`config.mk`:
```
export PLATFORM = sky130hd
export DESIGN_NAME = arb_req_queue
export DESIGN_NICKNAME = d
export VERILOG_FILES = /design/src/rtl/arb_req_queue_pkg.sv /design/src/rtl/arb_req_queue_port_fifo.sv /design/src/rtl/arb_req_queue.sv
export SDC_FILE = /design/constraint.sdc
export NUM_CORES = 2
export LEC_CHECK = 0
export ABC_AREA = 1
export CAP_MARGIN = 5
export CELL_PAD_IN_SITES_DETAIL_PLACEMENT = 0
export CELL_PAD_IN_SITES_GLOBAL_PLACEMENT = 1
export CORE_MARGIN = 2
export CORE_UTILIZATION = 35
export CTS_CLUSTER_SIZE = 20
export DETAILED_ROUTE_END_ITERATION = 16
export PLACE_DENSITY_LB_ADDON = 0.1
export SETUP_SLACK_MARGIN = 0.2
export SLEW_MARGIN = 30
export SYNTH_ARGS = -nofsm -noshare
export SYNTH_HDL_FRONTEND = slang
export SYNTH_SLANG_ARGS = --single-unit
```
`constraint.sdc`:
```
create_clock -name clk -period 2.8 [get_ports clk]
set_clock_uncertainty 0.15 [all_clocks]
set_input_delay 0.56 -clock clk [delete_from_list [all_inputs] [get_ports clk]]
set_output_delay 0.56 -clock clk [all_outputs]
set_load 0.03 [all_outputs]
```
`src/rtl/arb_req_queue_pkg.sv`:
```
// Shared definitions for the arbitrated request queue: default sizing,
// port-index width helper and the FIFO update encoding.
package arb_req_queue_pkg;

    localparam int DEF_REQ_WIDTH  = 32'd16;
    localparam int DEF_DATA_WIDTH = 32'd32;
    localparam int DEF_FIFO_DEPTH = 32'd4;

    // {push, pop} pair applied to a FIFO in one cycle
    typedef enum logic [1:0] {
        FIFO_IDLE = 2'b00,
        FIFO_POP  = 2'b01,
        FIFO_PUSH = 2'b10,
        FIFO_BOTH = 2'b11
    } fifo_op_e;

    function automatic int idx_width(input int n);
        return (n > 32'sd1) ? $clog2(n) : 32'sd1;
    endfunction

endpackage

```
`src/rtl/arb_req_queue_port_fifo.sv`:
```
// Per-port synchronous FIFO with count-based full/empty; a write into a full
// FIFO and a read from an empty FIFO are dropped.
module port_fifo
    import arb_req_queue_pkg::*;
#(
    parameter int DATA_WIDTH = DEF_DATA_WIDTH,
    parameter int FIFO_DEPTH = DEF_FIFO_DEPTH
) (
    input  logic                  clk,
    input  logic                  rst_n,
    input  logic                  push,
    input  logic                  pop,
    input  logic [DATA_WIDTH-1:0] wdata,
    output logic [DATA_WIDTH-1:0] rdata,
    output logic                  full,
    output logic                  empty
);

    localparam int PTR_W = $clog2(FIFO_DEPTH);
    localparam int CNT_W = PTR_W + 32'd1;

    logic [DATA_WIDTH-1:0] mem_r [FIFO_DEPTH];
    logic [PTR_W-1:0]      wr_ptr_r;
    logic [PTR_W-1:0]      rd_ptr_r;
    logic [CNT_W-1:0]      count_r;
    logic                  push_s;
    logic                  pop_s;
    fifo_op_e              op_s;

    assign full   = (count_r == CNT_W'(FIFO_DEPTH));
    assign empty  = (count_r == {CNT_W{1'b0}});
    assign push_s = push & ~full;
    assign pop_s  = pop & ~empty;
    assign op_s   = fifo_op_e'({push_s, pop_s});
    assign rdata  = mem_r[rd_ptr_r];

    // Storage array; contents are don't-care until written, so no reset.
    always_ff @(posedge clk) begin
        if (push_s) begin
            mem_r[wr_ptr_r] <= wdata;
        end
    end

    // Pointers wrap naturally because FIFO_DEPTH is a power of two.
    always_ff @(posedge clk or negedge rst_n) begin
        if (!rst_n) begin
            wr_ptr_r <= {PTR_W{1'b0}};
            rd_ptr_r <= {PTR_W{1'b0}};
            count_r  <= {CNT_W{1'b0}};
        end else begin
            if (push_s) begin
                wr_ptr_r <= wr_ptr_r + PTR_W'(1);
            end
            if (pop_s) begin
                rd_ptr_r <= rd_ptr_r + PTR_W'(1);
            end
            case (op_s)
                FIFO_PUSH: count_r <= count_r + CNT_W'(1);
                FIFO_POP:  count_r <= count_r - CNT_W'(1);
                default:   count_r <= count_r;
            endcase
        end
    end

endmodule

```
`src/rtl/arb_req_queue.sv`:
```
// Per-port request FIFOs feeding a single registered output stage; the
// round-robin arbiter sits outside and picks which FIFO head is loaded.
module arb_req_queue
    import arb_req_queue_pkg::*;
#(
    parameter  int REQ_WIDTH  = DEF_REQ_WIDTH,
    parameter  int DATA_WIDTH = DEF_DATA_WIDTH,
    parameter  int FIFO_DEPTH = DEF_FIFO_DEPTH,
    localparam int PORT_W     = idx_width(REQ_WIDTH)
) (
    input  logic                            clk,
    input  logic                            rst_n,
    input  logic [REQ_WIDTH-1:0]            in_valid,
    output logic [REQ_WIDTH-1:0]            in_ready,
    input  logic [REQ_WIDTH*DATA_WIDTH-1:0] in_data,
    output logic [REQ_WIDTH-1:0]            arb_req,
    input  logic [REQ_WIDTH-1:0]            arb_gnt,
    input  logic [PORT_W-1:0]               arb_port,
    output logic                            arb_en,
    output logic                            out_valid,
    input  logic                            out_ready,
    output logic [DATA_WIDTH-1:0]           out_data,
    output logic [PORT_W-1:0]               out_port
);

    logic [REQ_WIDTH-1:0]  full_s;
    logic [REQ_WIDTH-1:0]  empty_s;
    logic [REQ_WIDTH-1:0]  push_s;
    logic [REQ_WIDTH-1:0]  pop_s;
    logic [DATA_WIDTH-1:0] rdata_s [REQ_WIDTH];
    logic                  load_s;
    logic                  out_valid_r;
    logic [DATA_WIDTH-1:0] out_data_r;
    logic [PORT_W-1:0]     out_port_r;

    // Handshakes and requests come only from registered FIFO counts.
    assign in_ready = ~full_s;
    assign arb_req  = ~empty_s;
    assign push_s   = in_valid & ~full_s;
    assign load_s   = (|arb_req) & (~out_valid_r | out_ready);
    assign arb_en   = load_s;
    assign pop_s    = arb_gnt & {REQ_WIDTH{load_s}};

    generate
        for (genvar g = 0; g < REQ_WIDTH; g++) begin : gen_fifo
            port_fifo #(
                .DATA_WIDTH (DATA_WIDTH),
                .FIFO_DEPTH (FIFO_DEPTH)
            ) u_port_fifo (
                .clk   (clk),
                .rst_n (rst_n),
                .push  (push_s[g]),
                .pop   (pop_s[g]),
                .wdata (in_data[g*DATA_WIDTH +: DATA_WIDTH]),
                .rdata (rdata_s[g]),
                .full  (full_s[g]),
                .empty (empty_s[g])
            );
        end
    endgenerate

    // Output holding register: load the granted head, drain, or hold under stall.
    always_ff @(posedge clk or negedge rst_n) begin
        if (!rst_n) begin
            out_valid_r <= 1'b0;
            out_data_r  <= {DATA_WIDTH{1'b0}};
            out_port_r  <= {PORT_W{1'b0}};
        end else if (load_s) begin
            out_valid_r <= 1'b1;
            out_data_r  <= rdata_s[arb_port];
            out_port_r  <= arb_port;
        end else if (out_valid_r && out_ready) begin
            out_valid_r <= 1'b0;
        end else begin
            out_valid_r <= out_valid_r;
        end
    end

    assign out_valid = out_valid_r;
    assign out_data  = out_data_r;
    assign out_port  = out_port_r;

endmodule

```
==> impl_metrics.env <==
export IMPL_cp_slowest_cell="fa_2"
export IMPL_cpPeakStageDelay_ns=0.43
export IMPL_cts_root_buf="clkbuf_16"
export IMPL_antenna_left=0
export IMPL_final_area_um2=115000
export IMPL_p_total_mw=119
export IMPL_fmax_mhz=320
export IMPL_crit_fanout=4
export IMPL_cts_htree_levels=4
export IMPL_via_per_inst=4.88
export IMPL_track_usage=0.233
export IMPL_fin_crit_sh=1.12
export IMPL_ys_seq_elements=2197
export IMPL_setup_slack_ns=-0.324
export IMPL_synthAdderAreaFrac=0.0144
export IMPL_setup_viol=44
export IMPL_io_pin_count=621
export IMPL_wl_per_cell_um=24.6
export IMPL_synth_compound_area_frac=0.00453
export IMPL_syn_area_per_cell_um2=11.2
export IMPL_grt_max_degree=67
export IMPL_reg2reg_slack_ns=-0.32
export IMPL_yosysSeqAreaShare=0.711
export IMPL_nets=9740
export IMPL_synth_area_leader_cell="edfxtp_1"
export IMPL_violations="negative setup slack"
export IMPL_drt_first_pass_iters=6
export IMPL_path_delay_family="buffers and inverters"
export IMPL_synth_top_family_by_area="simple AND/OR/NAND/NOR gates"
export IMPL_cts_buffer_depth=3
export IMPL_dr_first_iter_drc_count=5216
export IMPL_synthCells=8155
export IMPL_area_growth_pct=25.8
export IMPL_crit_start="gen_fifo[11].u_port_fifo.count_r[0]"
export IMPL_leakagePower_nw=44.6
export IMPL_netSwitchingPower_mw=43.9
export IMPL_endpoint_kind="flip-flop"
export IMPL_synth_xor_area_share=0.00611
export IMPL_rows=187
export IMPL_criticalPathCategory="flip-flop to flip-flop"
export IMPL_yosysWarnings=0
export IMPL_placement_cell_area_um2=105000
export IMPL_synthArstFlopShare=0.0678
export IMPL_reg2regPathDepth=21
export IMPL_grt_overflow=0
export IMPL_synth_top_cell_area_share=0.671
export IMPL_synth_mux_area_frac=0
export IMPL_antenna_found_initial=89
export IMPL_initial_core_util=0.352
export IMPL_final_setup_tns_ns=-7.27
export IMPL_rsz0062_at_grt="yes"
export IMPL_grt_pass1_vias=60010
export IMPL_layoutNonFillerInstCount=12833
export IMPL_tightest_slew_ns=0.739
export IMPL_cts_tree="done"
export IMPL_cts_clk_slew_worst_paths_ns=0.06
export IMPL_grt_pass1_wl_mm=442
export IMPL_worstPathArrival_ns=3.74
export IMPL_ir_drop_mv=0.626
export IMPL_synthMostInstantiatedCell="nand2_1"
export IMPL_internal_power_mw=75.1
export IMPL_synth_nets=8802
export IMPL_crit_cells=21
export IMPL_synth_area_leaders="edfxtp_1, nand2_1, nand3_1, dfrtp_1, inv_1"
export IMPL_cp_cell_sequence="inv_2 -> nand3_4 -> buf_12 -> nor2_2 -> nand2_2 -> nor2_4 -> nand2_2 -> nand2_4 -> inv_4 -> buf_12 -> buf_12 -> buf_12 -> buf_6 -> buf_12 -> buf_8 -> nand2_4 -> inv_4 -> ha_4 -> inv_4 -> fa_2 -> o21ai_2"
export IMPL_synth_common_cells="nand2_1, edfxtp_1, nand3_1, inv_1, buf_2"
export IMPL_seqCellArea_um2=65200
export IMPL_final_hold_violation_count=0
export IMPL_path_buf_inv=11
export IMPL_hold_class="input pin to flip-flop"
export IMPL_fillerInstances=24181
export IMPL_final_core_util=0.443
export IMPL_maxSlewViolCount=0
export IMPL_start_kind="flip-flop"
export IMPL_switching_share=0.369
export IMPL_ys_flop_type="edfxtp_1"
export IMPL_fp_dieArea_um2=266000
export IMPL_cts_made_buffers=240
export IMPL_pwr_share_comb=0.358
export IMPL_vias=62689
export IMPL_slew_headroom=0.505
export IMPL_clkPwrFrac=0.262
export IMPL_status="complete, but fails checks"
export IMPL_crit_path_frequent_cell="buf_12"
export IMPL_synth_edf_count=2048
export IMPL_core_area_um2=260000
export IMPL_drv_cap=0
export IMPL_worstSkewPairLatency_ns=0.88
export IMPL_worstPathRequired_ns=3.42
export IMPL_pwr_share_seq=0.380
export IMPL_synth_cell_types=27
export IMPL_drive_gt1_frac=0.133
export IMPL_die_h_um=516
export IMPL_period_minus_slack_ns=3.12
export IMPL_die_w_um=516
export IMPL_wirelength_mm=316
export IMPL_gp_congestion=0.805
export IMPL_whs_ns=0.155
export IMPL_cts_sinks=2197
export IMPL_route_detailed_drc=0
export IMPL_crit_end="gen_fifo[6].u_port_fifo.count_r[1]"
export IMPL_reg2reg_from="gen_fifo[11].u_port_fifo.count_r[0]"
export IMPL_p_per_area_nw_per_um2=1030
export IMPL_synth_simple_area_share=0.214
export IMPL_dpl_cell_count=12255
export IMPL_syn_area_um2=91700
export IMPL_io_buffers=620
export IMPL_hpwl_mm=214
export IMPL_r2r_end="gen_fifo[6].u_port_fifo.count_r[1]"
export IMPL_multi_input_area_um2=23100
export IMPL_place_ws_ns=-0.468
## cells by family after synthesis
family	after synthesis
compound gates	83
xor+xnor	64
fa+ha+maj	96
buf+inv	1129
flops	2197
simple gates	4586
## metal layers
layer / track usage / part of all wire / vias to the layer above
met5: 0 / 0.00096 / -
met4: 0.0796 / 0.036 / 48
met3: 0.0403 / 0.054 / 448
met2: 0.389 / 0.49 / 1713
met1: 0.307 / 0.42 / 30865
li1: - / - / 29615
## worst min-delay path by stage
stage                                              from                                   end  slack, ns  depth (start not counted)
finish                                      in_data[95]  gen_fifo[2].u_port_fifo.mem_r[3][31]       0.15                          1
global route                               in_data[213]  gen_fifo[6].u_port_fifo.mem_r[3][21]       0.13                          1
CTS                                        in_data[142]  gen_fifo[4].u_port_fifo.mem_r[2][14]       0.09                          1
detailed placement                                rst_n   gen_fifo[3].u_port_fifo.wr_ptr_r[1]       0.32                          1
global placement    gen_fifo[12].u_port_fifo.count_r[1]   gen_fifo[12].u_port_fifo.count_r[1]       0.31                          2
floorplan                                         rst_n    gen_fifo[0].u_port_fifo.count_r[0]       0.11                          0
## power by group through the flow
stage | combinational [mW] | clock (mW) | sequential (mW)
finish | 42.6 | 31.2 | 45.2
global route | 46.7 | 33.1 | 45.8
CTS | 42.7 | 31.9 | 45.2
detailed placement | 41.3 | 0 | 45.9
global placement | 41.1 | 0 | 45.8
floorplan | 21.9 | 0 | 45.9
## placed cells by master (no fill, tap or decap), types with 27 or more instances in the layout
| master | synthesis | layout |
|---|---|---|
| inv_1 | 652 | 600 |
| nor2_1 | 136 | 65 |
| clkdlybuf4s15_2 | 0 | 27 |
| buf_6 | 1 | 78 |
| clkinv_2 | 0 | 56 |
| clkdlybuf4s50_1 | 0 | 546 |
| clkinv_1 | 3 | 65 |
| nand2_1 | 2600 | 2566 |
| buf_12 | 0 | 138 |
| clkbuf_1 | 157 | 49 |
| xor2_1 | 32 | 32 |
| edfxtp_1 | 2048 | 2048 |
| diode_2 | 0 | 32 |
| o21ai_1 | 8 | 34 |
| dfrtp_1 | 149 | 133 |
| clkbuf_16 | 0 | 245 |
| nor2_2 | 2 | 53 |
| inv_2 | 28 | 45 |
| ha_1 | 80 | 64 |
| inv_4 | 1 | 28 |
| buf_4 | 2 | 325 |
| nand3_1 | 1822 | 1794 |
## worst register-to-register path: cells and delay by family (launching register included)
family / cells / cell delay [ns]
AOI/OAI and AO/OA: 1 / 0.14
and+or+nand+nor: 7 / 0.63
buffers and inverters: 11 / 1.13
adders and majority gates: 2 / 0.58
DFF: 1 / 0.40
## cell type report
cell class	count	share of cell area
Sequential cell	2197	0.566
Multi-Input combinational cell	4829	0.200
Timing Repair Buffer	1141	0.105
Clock buffer	299	0.0554
Tap cell	3496	0.0379
Inverter	684	0.0230
Clock inverter	155	0.0118
Antenna cell	32	0.000694
## flip-flops by register name, indices dropped and copies added, names as in the netlist
register	flops
gen_fifo.u_port_fifo.mem_r	2048
gen_fifo.u_port_fifo.count_r	48
gen_fifo.u_port_fifo.rd_ptr_r	32
gen_fifo.u_port_fifo.wr_ptr_r	32
out_data	32
out_port	4
out_valid	1
## what timing repair did
action	CTS	global route
pin swaps	85	52
endpoints found under the setup margin	158	116
resized for setup	553	117
hold buffers	3	0
setup buffers	53	36
endpoints found under the hold margin	149	0
Note: power is estimated with default switching activity, not from simulation.
